### src/rtl/scan_seq_pkg.sv
// Shared types and helpers for the scan sequencer: FSM state encoding and
// a next-set-bit priority search over a channel mask.
package scan_seq_pkg;

  localparam int unsigned MAX_CH = 32;
  localparam int unsigned IDX_W  = 5;

  typedef enum logic [1:0] {
    IDLE,
    SETTLE,
    SAMPLE,
    DONE
  } state_t;

  typedef struct packed {
    logic             found;
    logic [IDX_W-1:0] idx;
  } next_bit_t;

  // Lowest set bit of mask at or above position 'from'; scanning downwards
  // lets the last hit win, so no early exit is needed.
  function automatic next_bit_t next_set_bit(input logic [MAX_CH-1:0] mask,
                                             input int unsigned from);
    next_bit_t r;
    r = '0;
    for (int unsigned i = MAX_CH; i > 0; i--) begin
      if ((i - 1) >= from && mask[i-1]) begin
        r.found = 1'b1;
        r.idx   = IDX_W'(i - 1);
      end
    end
    return r;
  endfunction

endpackage

### src/rtl/seq_timer.sv
// Settle-time counter: cleared by clr, advanced by en, tc flags the last
// settle cycle of a channel.
module seq_timer #(
  parameter int unsigned SETTLE_CYCLES = 3
) (
  input  logic clk,
  input  logic rst_n,
  input  logic clr,
  input  logic en,
  output logic tc
);

  localparam int unsigned TW = (SETTLE_CYCLES > 0) ? $clog2(SETTLE_CYCLES + 1) : 1;
  localparam logic [TW-1:0] LAST = TW'((SETTLE_CYCLES > 0) ? SETTLE_CYCLES - 1 : 0);

  logic [TW-1:0] count;

  always_ff @(posedge clk) begin
    if (!rst_n) begin
      count <= '0;
    end else if (clr) begin
      count <= '0;
    end else if (en) begin
      count <= count + TW'(1);
    end
  end

  assign tc = (SETTLE_CYCLES == 0) || (count == LAST);

endmodule

### src/rtl/scan_sequencer.sv
// Steps through the channels of a latched mask, waiting a settle time on
// each and then running a req/ack sample handshake with the datapath.
module scan_sequencer
  import scan_seq_pkg::*;
#(
  parameter int unsigned NUM_CH        = 4,
  parameter int unsigned CH_W          = $clog2(NUM_CH),
  parameter int unsigned SETTLE_CYCLES = 3,
  parameter int unsigned CNT_W         = 4
) (
  input  logic              clk,
  input  logic              rst_n,
  input  logic              start,
  input  logic              abort,
  input  logic [NUM_CH-1:0] ch_mask,
  output logic [CH_W-1:0]   ch_sel,
  output logic              sample_req,
  input  logic              sample_ack,
  output logic              busy,
  output logic              done,
  output logic [CNT_W-1:0]  scan_count
);

  state_t            state;
  logic [NUM_CH-1:0] mask_q;
  logic              timer_clr;
  logic              timer_en;
  logic              timer_tc;
  next_bit_t         first_bit;
  next_bit_t         next_bit;

  assign first_bit = next_set_bit(MAX_CH'(ch_mask), 0);
  assign next_bit  = next_set_bit(MAX_CH'(mask_q), 32'(ch_sel) + 32'd1);

  // Timer is held clear whenever it is not counting, so every entry to
  // SETTLE starts from zero without a dedicated entry strobe.
  assign timer_clr = (state == IDLE) || (state == SAMPLE);
  assign timer_en  = (state == SETTLE);

  seq_timer #(
    .SETTLE_CYCLES(SETTLE_CYCLES)
  ) u_timer (
    .clk  (clk),
    .rst_n(rst_n),
    .clr  (timer_clr),
    .en   (timer_en),
    .tc   (timer_tc)
  );

  always_ff @(posedge clk) begin
    if (!rst_n) begin
      state      <= IDLE;
      mask_q     <= '0;
      ch_sel     <= '0;
      sample_req <= 1'b0;
      busy       <= 1'b0;
      done       <= 1'b0;
      scan_count <= '0;
    end else begin
      done <= 1'b0;
      if (state != IDLE && abort) begin
        state      <= IDLE;
        busy       <= 1'b0;
        sample_req <= 1'b0;
      end else begin
        case (state)
          IDLE: begin
            if (start && first_bit.found) begin
              mask_q <= ch_mask;
              ch_sel <= CH_W'(first_bit.idx);
              busy   <= 1'b1;
              if (SETTLE_CYCLES == 0) begin
                state      <= SAMPLE;
                sample_req <= 1'b1;
              end else begin
                state <= SETTLE;
              end
            end
          end
          SETTLE: begin
            if (timer_tc) begin
              state      <= SAMPLE;
              sample_req <= 1'b1;
            end
          end
          SAMPLE: begin
            if (sample_ack) begin
              if (next_bit.found) begin
                ch_sel <= CH_W'(next_bit.idx);
                if (SETTLE_CYCLES != 0) begin
                  state      <= SETTLE;
                  sample_req <= 1'b0;
                end
              end else begin
                state      <= DONE;
                sample_req <= 1'b0;
                done       <= 1'b1;
              end
            end
          end
          DONE: begin
            // Count on leaving DONE so an abort seen in DONE suppresses it.
            state      <= IDLE;
            busy       <= 1'b0;
            scan_count <= scan_count + CNT_W'(1);
          end
          default: begin
            state <= IDLE;
          end
        endcase
      end
    end
  end

endmodule

### config.mk
export PLATFORM = sky130hd
export DESIGN_NAME = scan_sequencer
export DESIGN_NICKNAME = d
export VERILOG_FILES = /design/src/rtl/scan_seq_pkg.sv /design/src/rtl/seq_timer.sv /design/src/rtl/scan_sequencer.sv
export SDC_FILE = /design/constraint.sdc
export NUM_CORES = 1
export LEC_CHECK = 0
export ABC_AREA = 1
export CELL_PAD_IN_SITES_DETAIL_PLACEMENT = 0
export CELL_PAD_IN_SITES_GLOBAL_PLACEMENT = 1
export CORE_MARGIN = 4
export CORE_UTILIZATION = 30
export DETAILED_ROUTE_END_ITERATION = 12
export PLACE_DENSITY = 0.72
export SYNTH_ARGS = -nofsm -noshare
export SYNTH_HDL_FRONTEND = slang
export SYNTH_HIERARCHICAL = 1
export SYNTH_SLANG_ARGS = --single-unit
### constraint.sdc
create_clock -name clk -period 1.2 [get_ports clk]
set_clock_uncertainty 0.1 [all_clocks]
set_input_delay 0.12 -clock clk [delete_from_list [all_inputs] [get_ports clk]]
set_output_delay 0.12 -clock clk [all_outputs]
set_load 0.01 [all_outputs]
# After elaboration in Yosys (flattened, before gate mapping)

Index checks and enable logic that the tools add are counted.

Bits in registers: 17
Bits of input ports: 9
Output and inout bits: 9
Logic and storage cells: 71

Add/sub/neg operators: 3
Order comparisons: 4
Equal/unequal tests: 8
Multiplexer cells: 23
Bitwise operators: 4
Reductions and logical operators: 21

Operators by type and width:

| cell                | count |
|---|---|
| $mux 6              | 8 |
| $mux 2              | 7 |
| $reduce_and 3->1    | 3 |
| $pmux 2 s4          | 1 |
| $reduce_bool 2->1   | 4 |
| $eq 2x2->1 const B  | 3 |
| $ge 1x3->1 const A  | 2 |
| $ge 2x3->1 const A  | 2 |
| $logic_and 1x1->1   | 6 |
| $reduce_and 5->1    | 1 |
| $add 4x1->4 const B | 1 |
| $mux 1              | 4 |
| $ne 2x1->1 const B  | 2 |
| $ne 2x2->1 const B  | 2 |
| $not 1->1           | 4 |
| $pmux 1 s2          | 2 |
| $pmux 2 s2          | 1 |
| $reduce_and 2->1    | 2 |
| $reduce_or 2->1     | 2 |
| $reduce_or 4->1     | 1 |
| $add 2x1->3 const B | 1 |
| $add 2x1->2 const B | 1 |
| $eq 2x1->1 const B  | 1 |
| $logic_not 2->1     | 1 |
| $logic_or 1x1->1    | 1 |

# Depth between registers and ports, before layout

Gate-level depths: netlist of run 1.

Depth in word-level cells: 10
Mapped depth: 9
Gate-level depth less buffers: 9

# Hierarchy

The synthesis of run 1 kept the hierarchy.

By module, submodules not included:

| module         | times used | cells an instance | area an instance (um2) | sequential area each (um2) |
|---|---|---|---|---|
| scan_sequencer | 1          | 109               | 711.9                  | 280.3 |
| seq_timer      | 1          | 15                | 101.3                  | 40.0 |

# Least setup slack after synthesis of run 1

No wires, ideal clock.

Path type: register to register
Start: reg state[0]
End: reg state[1]
Library setup time: 115 ps
Arrival: 953 ps
Data required time: 985 ps
Path slack: 32 ps
Cell stages (with the launch flop): 7
Path buffers: 0
Clock period less this slack: 1,168 ps
Cell sequence: dfxtp_1 > inv_2 > nor2_1 > nand2_1 > nand2_1 > nor2_1 > o21a_1

Cells in the longest elaborated chain, start to end: 3
Elaborated cells between the ends (all ways): 12
Those cells by class: eq/ne: 6; mux: 1; reduce/logical: 5

Ends and longest elaborated chain:

| item                              | RTL line             | text |
|---|---|---|
| start: declaration                | scan_sequencer.sv:24 | `state_t state;` |
| start signal: assignment          | scan_sequencer.sv:52 | `state <= IDLE;` |
| start signal: assignment          | scan_sequencer.sv:62 | `state <= IDLE;` |
| start signal: assignment          | scan_sequencer.sv:73 | `state <= SAMPLE;` |
| $eq 2x1->1 *                      | -                    |  |
| via timer_en                      | scan_sequencer.sv:27 | `logic timer_en;` |
| $ne 2x1->1 (no source line)       | -                    |  |
| $reduce_and 3->1 (no source line) | -                    |  |

Mark *: on every way through the listed nets, which the timed path passes. The rest lies on a longest branch.
A chain may end at the register's enable or synchronous reset.

# Final worst setup path of run 1

Start: reg state[1]
End: reg ch_sel[0]

Cells in the longest elaborated chain, start to end: 4
Elaborated cells between the ends (all ways): 11
Those cells by class: eq/ne: 4; mux: 1; bitwise: 1; reduce/logical: 5

Ends and longest elaborated chain:

| item                                                                     | RTL line             | text |
|---|---|---|
| parallel branches: the longest is 4 deep, another holds $reduce_and 5->1 | -                    |  |
| end signal: assignment                                                   | scan_sequencer.sv:70 | `ch_sel <= CH_W'(first_bit.idx);` |
| end signal: assignment                                                   | scan_sequencer.sv:89 | `ch_sel <= CH_W'(next_bit.idx);` |
| end: declaration                                                         | scan_sequencer.sv:16 | `output logic [CH_W-1:0] ch_sel,` |

Several ways; the timed one is not identified.

==> flow_summary.toml, run 1 <==
[clock_network]
cts-root-buf = "clkbuf_4"
cts_tree = "done"
clk_latency_ns = 0.29
htree_levels = 1
clockBufferDepth = 2
numCtsBuffers = 3
clk_pin_slew_ns = 0.10
clock-sinks = 16
post_cts_buffers = 0

[route]
drc = 0
wl_met1_um = 903
drt_pre_antenna_iters = 4
drt.antenna.violating_nets = 0
wl_met3_um = 110
routed.top_layer = "met4"
via_per_inst = 4.56
wl_per_cell_um = 10.3
drt-initial-drc-count = 26
wl_met2_um = 916
via_count = 880
drt-total-wl_mm = 1.99

[finish]
drive_above_1_share_pct = 30.7
layout_common_cells = "29 x nand2_1, 19 x inv_1, 18 x buf_4"
stdcell_area_um2 = 1300
area_growth_pct = 59.4
antenna_cells = 0
final_nets = 176
final_common_cell = "nand2_1"
instances_no_fill = 193
nFillCells = 259

[timing]
fin_crit_ns = 1.23
relSlewSlack_pct = 85.0
rsz0062_at_grt = "yes"
tightest_slew_ns = 0.224
maxSlewViolCount = 0
setup_ws_ns = -0.0335
fin_crit_sh_pct = 103
setup_viol = 2
tns_ns = -0.0611
hold_viol = 0
clock.fmax_mhz = 811

[die]
die_y_um = 60.1
dieArea_um2 = 3610
core_um2 = 2520
dieWidth_um = 60.1
rows = 18
ios = 18
initial_core_util_pct = 32.2

[global_routing]
overflow = 0
grt_pass1_wl_mm = 3.54
grt.total_usage_pct = 12.9
grt_antenna_before_repair = 0
grt_max_degree = 11
grt_pass1_vias = 894

[synthesis]
synth_cells = 124
synth.avg_cell_area_um2 = 6.56
yosysUniqueCellTypes = 20
ys_ff_latch = 16
synth-edff-count = 0
syn_nets = 135
ys.flop_type = "dfxtp_1"
netlist_area_um2 = 813
ys_seq_area_share_pct = 39.4
async_flop_share_pct = 0
yosys_warnings = 6

[outcome]
violations = "setup timing"
status = "complete, but fails checks"

[place]
io_buffer_count = 17
place.detailed.hpwl_mm = 1.53
placed_cell_area_um2 = 1160
gp_congestion = 0.866
dp.cells = 190

[power]
power_leakage_uw = 0.000614
powerDensity_nw_per_um2 = 1420
power_uw = 1840
ir_drop_mv = 0.932

[critical_path]
critPathRequiredTime_ns = 1.29
cp_max_fo = 4
arrival_ns = 1.33
worstSetupPathType = "reg2reg"
cp-end-kind = "register"
start_kind = "register"

[job]
max_cap_violations = 0

[hold_path]
hold_path_class = "in2reg"
==> metrics by stage <==
stage | util, % | setup slack [ns] | hold WS (ns)
floorplan | - | 0.0322 | 0.159
global placement | 46.1 | -0.275 | 0.343
detailed placement | 46.1 | -0.283 | 0.353
CTS | 47.3 | -0.0200 | 0.339
global route | 51.4 | -0.115 | 0.387
finish | 51.4 | -0.0335 | 0.345
==> per-layer routing <==
| metal | track usage, % | vias up |
|---|---|---|
| met1 | 14.9 | 378 |
| li1 | - | 468 |
| met3 | 4.10 | 8 |
| met5 | 0 | - |
| met4 | 5.06 | 0 |
| met2 | 21.8 | 26 |
==> critical path, stage by stage, from the launching register on <==
cell and delay (ns):
dfxtp_4 0.41, buf_6 0.11, inv_1 0.03, o21ai_1 0.20, nor2_4 0.05, nand3_4 0.10, nand2_1 0.06, nand2_1 0.05
nor2_1 0.03
==> sequential cells by signal, summed over array words and instances, names as in the netlist <==
signal / count
sample_req: 1
busy: 1
done: 1
state: 2
ch_sel: 2
mask_q: 3
u_timer/count: 2
scan_count: 4
==> report_power, final <==
part	internal [uW]	switching (uW)	total [uW]
registers	628	90.8	719
clock network	117	172	289
logic	398	432	830
total	1140	695	1840
==> cells by family after synthesis <==
family	synth area share (%)
compound gates	12.8
xor+xnor	1.08
fa+ha+maj	3.08
buf+inv	10.6
flops	39.4
simple gates	33.1
==> cell usage after synthesis (2+ instances only) <==
| cell | n | area [um2] |
|---|---|---|
| nand2_1 | 32 | 120 |
| inv_1 | 20 | 75.1 |
| nor2_1 | 20 | 75.1 |
| dfxtp_1 | 16 | 320 |
| o21ai_0 | 10 | 50.1 |
| a21oi_1 | 6 | 30.0 |
| nand3_1 | 5 | 25.0 |
| ha_1 | 2 | 25.0 |
| nand2_2 | 2 | 12.5 |
==> repair_timing <==
action / in CTS / in global routing
endpoints found under the setup margin: 23 / 19
hold buffers: 0 / 0
resized for setup: 15 / 33
pin swaps: 2 / 7
==> final timing paths <==
| kind | cells past startpoint | to | start | slack (ns) |
|---|---|---|---|---|
| worst max-delay path | 8 | ch_sel[0]$_SDFFE_PN0P_ | state[1]$_SDFFE_PP0P_ | -0.03 |
| worst min register to register | 2 | scan_count[2]$_SDFFE_PN0P_ | scan_count[2]$_SDFFE_PN0P_ | 0.37 |
| worst min-delay path | 3 | done$_SDFF_PP0_ | sample_ack | 0.34 |
| worst max register to register | 8 | ch_sel[0]$_SDFFE_PN0P_ | state[1]$_SDFFE_PP0P_ | -0.03 |
==> cell type report <==
cell class	instances	area (um2)	share of cell area [%]
Clock buffer	3	22.5	1.74
Inverter	21	78.8	6.08
Multi-Input combinational cell	86	502	38.7
Sequential cell	16	337	26.0
Tap cell	30	37.5	2.90
Timing Repair Buffer	37	319	24.6
Note: power is estimated with default switching activity, not from simulation.
==> inputs of run 2 (changes only) <==
--- a/config.mk
+++ b/config.mk
@@ -6,6 +6,7 @@
 export NUM_CORES = 1
 export LEC_CHECK = 0
 export ABC_AREA = 1
+export ABC_CLOCK_PERIOD_IN_PS = 1200
 export CELL_PAD_IN_SITES_DETAIL_PLACEMENT = 0
 export CELL_PAD_IN_SITES_GLOBAL_PLACEMENT = 1
 export CORE_MARGIN = 4
@@ -14,5 +15,4 @@
 export PLACE_DENSITY = 0.72
 export SYNTH_ARGS = -nofsm -noshare
 export SYNTH_HDL_FRONTEND = slang
-export SYNTH_HIERARCHICAL = 1
 export SYNTH_SLANG_ARGS = --single-unit
==> flow_summary.toml, run 2 <==
[outcome]
status = "finished clean"

[synthesis]
netlist_area_um2 = 806
synth.avg_cell_area_um2 = 6.40
yosys-top-cells-area = "dfxtp_1 40%, nand2_1 15%, inv_1 9.8%"
synth_cells = 126
yosysTopAreaCell = "dfxtp_1"
syn_nets = 137
ys_ff_latch = 16
synth_common_cells = "33 x nand2_1, 21 x inv_1, 19 x nor2_1, 16 x dfxtp_1, 11 x a21oi_1"
yosysMostFrequentCell = "nand2_1"
yosysUniqueCellTypes = 15
yosys_warnings = 0
async_flop_share_pct = 0
synth-edff-count = 0
yosysTopAreaCellShare_pct = 39.8
ys_seq_area_share_pct = 39.8
ys.flop_type = "dfxtp_1"

[critical_path]
rr_worst_depth = 5
cp_max_fo = 5
arrival_ns = 1.30
crit_chain = "nor2_4 > nor2_2 > inv_1 > nand2_1 > nor3_2"
start_kind = "register"
critPathSlowestCell = "dfxtp_4"
cp-end-kind = "register"
regToRegStartpoint = "state[0]$_SDFFE_PP0P_"
reg2reg_to = "state[0]$_SDFFE_PP0P_"
critPathMaxStageDelay_ns = 0.38
critPathRequiredTime_ns = 1.31
reg2reg_slack_ns = 0.004
worstSetupPathType = "reg2reg"

[timing]
fin_crit_ns = 1.20
relSlewSlack_pct = 85.1
clock.fmax_mhz = 836
hold_viol = 0
setup_viol = 0
tightest_slew_ns = 0.222
tns_ns = 0
fin_crit_sh_pct = 99.6
rsz0062_at_grt = "yes"
maxSlewViolCount = 0

[hold_path]
hold_path_class = "reg2reg"
worstHoldStart = "u_timer.count[0]$_SDFFE_PP0P_"
whs_path_depth = 2
hold_end = "u_timer.count[0]$_SDFFE_PP0P_"

[power]
p_comb_share_pct = 47.7
powerDensity_nw_per_um2 = 1460
p_sw_share_pct = 38.2
ir_drop_mv = 0.795
p_int_uw = 1230
p_sw_uw = 763
power_leakage_uw = 0.000666
power_uw = 2000
p_seq_share_pct = 37.7
clkPwrFrac_pct = 14.6

[finish]
largest_reg_flops = 4
final_nets = 186
stdcell_area_um2 = 1370
top_regs = "scan_count (4), mask_q (3)"
drive_above_1_share_pct = 36.4
area_growth_pct = 69.9
layout_common_cells = "27 x nand2_1, 23 x buf_4, 17 x inv_1"
regMostFlops = "scan_count"
nFillCells = 261
final_common_cell = "nand2_1"
multi_input_area_um2 = 504
antenna_cells = 0
regArea_um2 = 337
final_util_pct = 54.3

[clock_network]
numCtsBuffers = 3
clockBufferDepth = 2
clk_latency_ns = 0.29
cts_tree = "done"
ctsHoldBuffers = 0
clk_pin_slew_ns = 0.09
clock-sinks = 16
htree_levels = 1
cts-root-buf = "clkbuf_4"

[place]
gp_congestion = 0.798
placed_cell_area_um2 = 1180
place.detailed.hpwl_mm = 1.61
io_buffer_count = 17

[global_routing]
grt.total_usage_pct = 13.7
overflow = 0
grt_antenna_before_repair = 0
grt_pass1_vias = 888
grt_pass1_wl_mm = 3.69
grt_max_degree = 9

[route]
wl_per_cell_um = 10.4
via_per_inst = 4.64
drt-initial-drc-count = 14
drc = 0
drt-total-wl_mm = 2.11
drt_pre_antenna_iters = 4
drt.antenna.violating_nets = 0
via_count = 941

[die]
dieArea_um2 = 3580
ios = 18
initial_core_util_pct = 31.9
rows = 18
die_y_um = 59.8
dieWidth_um = 59.8
core_um2 = 2520

[job]
max_cap_violations = 0
==> run 2: layer usage <==
metal  GRT usage (%)  part of all wire (%)
met1            17.4                    46
met2            21.6                    48
met3            3.89                   5.0
met4            5.70                   1.5
met5               0                     0
==> run 2: stage by stage <==
stage          instances  setup WS, ns  hold WS (ns)
2_1_floorplan        126       0.00456         0.157
3_3_place_gp         195        -0.212         0.348
3_5_place_dp         195        -0.242         0.352
4_1_cts              200       -0.0169         0.368
5_1_grt              203       -0.0889         0.391
6_report             203       0.00440         0.369
==> run 2: how the worst max path moves through the flow <==
stage / slack [ns] / endpoint / from
after CTS: -0.02 / ch_sel[1]$_SDFFE_PN0P_ / state[0]$_SDFFE_PP0P_
after global placement: -0.21 / ch_sel[1]$_SDFFE_PN0P_ / ch_mask[1]
after floorplan: 0.005 / ch_sel[1]$_SDFFE_PN0P_ / state[0]$_SDFFE_PP0P_
after detailed placement: -0.24 / state[1]$_SDFFE_PP0P_ / ch_mask[1]
after global routing: -0.09 / mask_q[1]$_SDFFE_PN0P_ / state[0]$_SDFFE_PP0P_
final: 0.004 / state[0]$_SDFFE_PP0P_ / state[0]$_SDFFE_PP0P_
==> run 2: power by group through the flow <==
| stage | clock network (uW) | registers, uW | logic [uW] |
|---|---|---|---|
| floorplan | 0 | 705 | 383 |
| global placement | 0 | 697 | 757 |
| detailed placement | 0 | 699 | 766 |
| CTS | 308 | 717 | 847 |
| global route | 339 | 770 | 1070 |
| finish | 292 | 753 | 952 |
==> run 2: final cells by class <==
| cell class | instances | share of cell area (%) |
|---|---|---|
| clock buffer | 3 | 1.65 |
| inverter | 21 | 5.94 |
| multi-input combinational | 88 | 36.8 |
| sequential | 16 | 24.6 |
| tap | 30 | 2.74 |
| timing repair buffer | 45 | 28.2 |
==> run 2: cells by family (layout without fill, tap and decap cells) <==
logic type | after synthesis | after routing | share of synthesized area [%]
AOI/OAI and AO/OA | 23 | 23 | 14.8
adders and majority gates | 2 | 2 | 3.11
buffers and inverters | 22 | 69 | 10.2
DFF | 16 | 16 | 39.8
and+or+nand+nor | 63 | 63 | 32.1
==> run 2: critical path: cells and delay by family (launching register included) <==
family | cells | cell delay, ns
AND/OR/NAND/NOR | 4 | 0.57
flip-flops | 1 | 0.38
buffers and inverters | 1 | 0.06
==> run 2: repair_timing <==
item,CTS,global route
pin swaps,11,9
resized for setup,33,29
setup endpoints to repair,22,15
setup buffers,2,3
==> inputs of run 3 (changes only) <==
--- a/config.mk
+++ b/config.mk
@@ -11,6 +11,7 @@
 export CELL_PAD_IN_SITES_GLOBAL_PLACEMENT = 1
 export CORE_MARGIN = 4
 export CORE_UTILIZATION = 30
+export CTS_CLUSTER_SIZE = 40
 export DETAILED_ROUTE_END_ITERATION = 12
 export PLACE_DENSITY = 0.72
 export SYNTH_ARGS = -nofsm -noshare
==> results of run 3 <==
Final layout, timing and power as in run 2 (identical DEF).
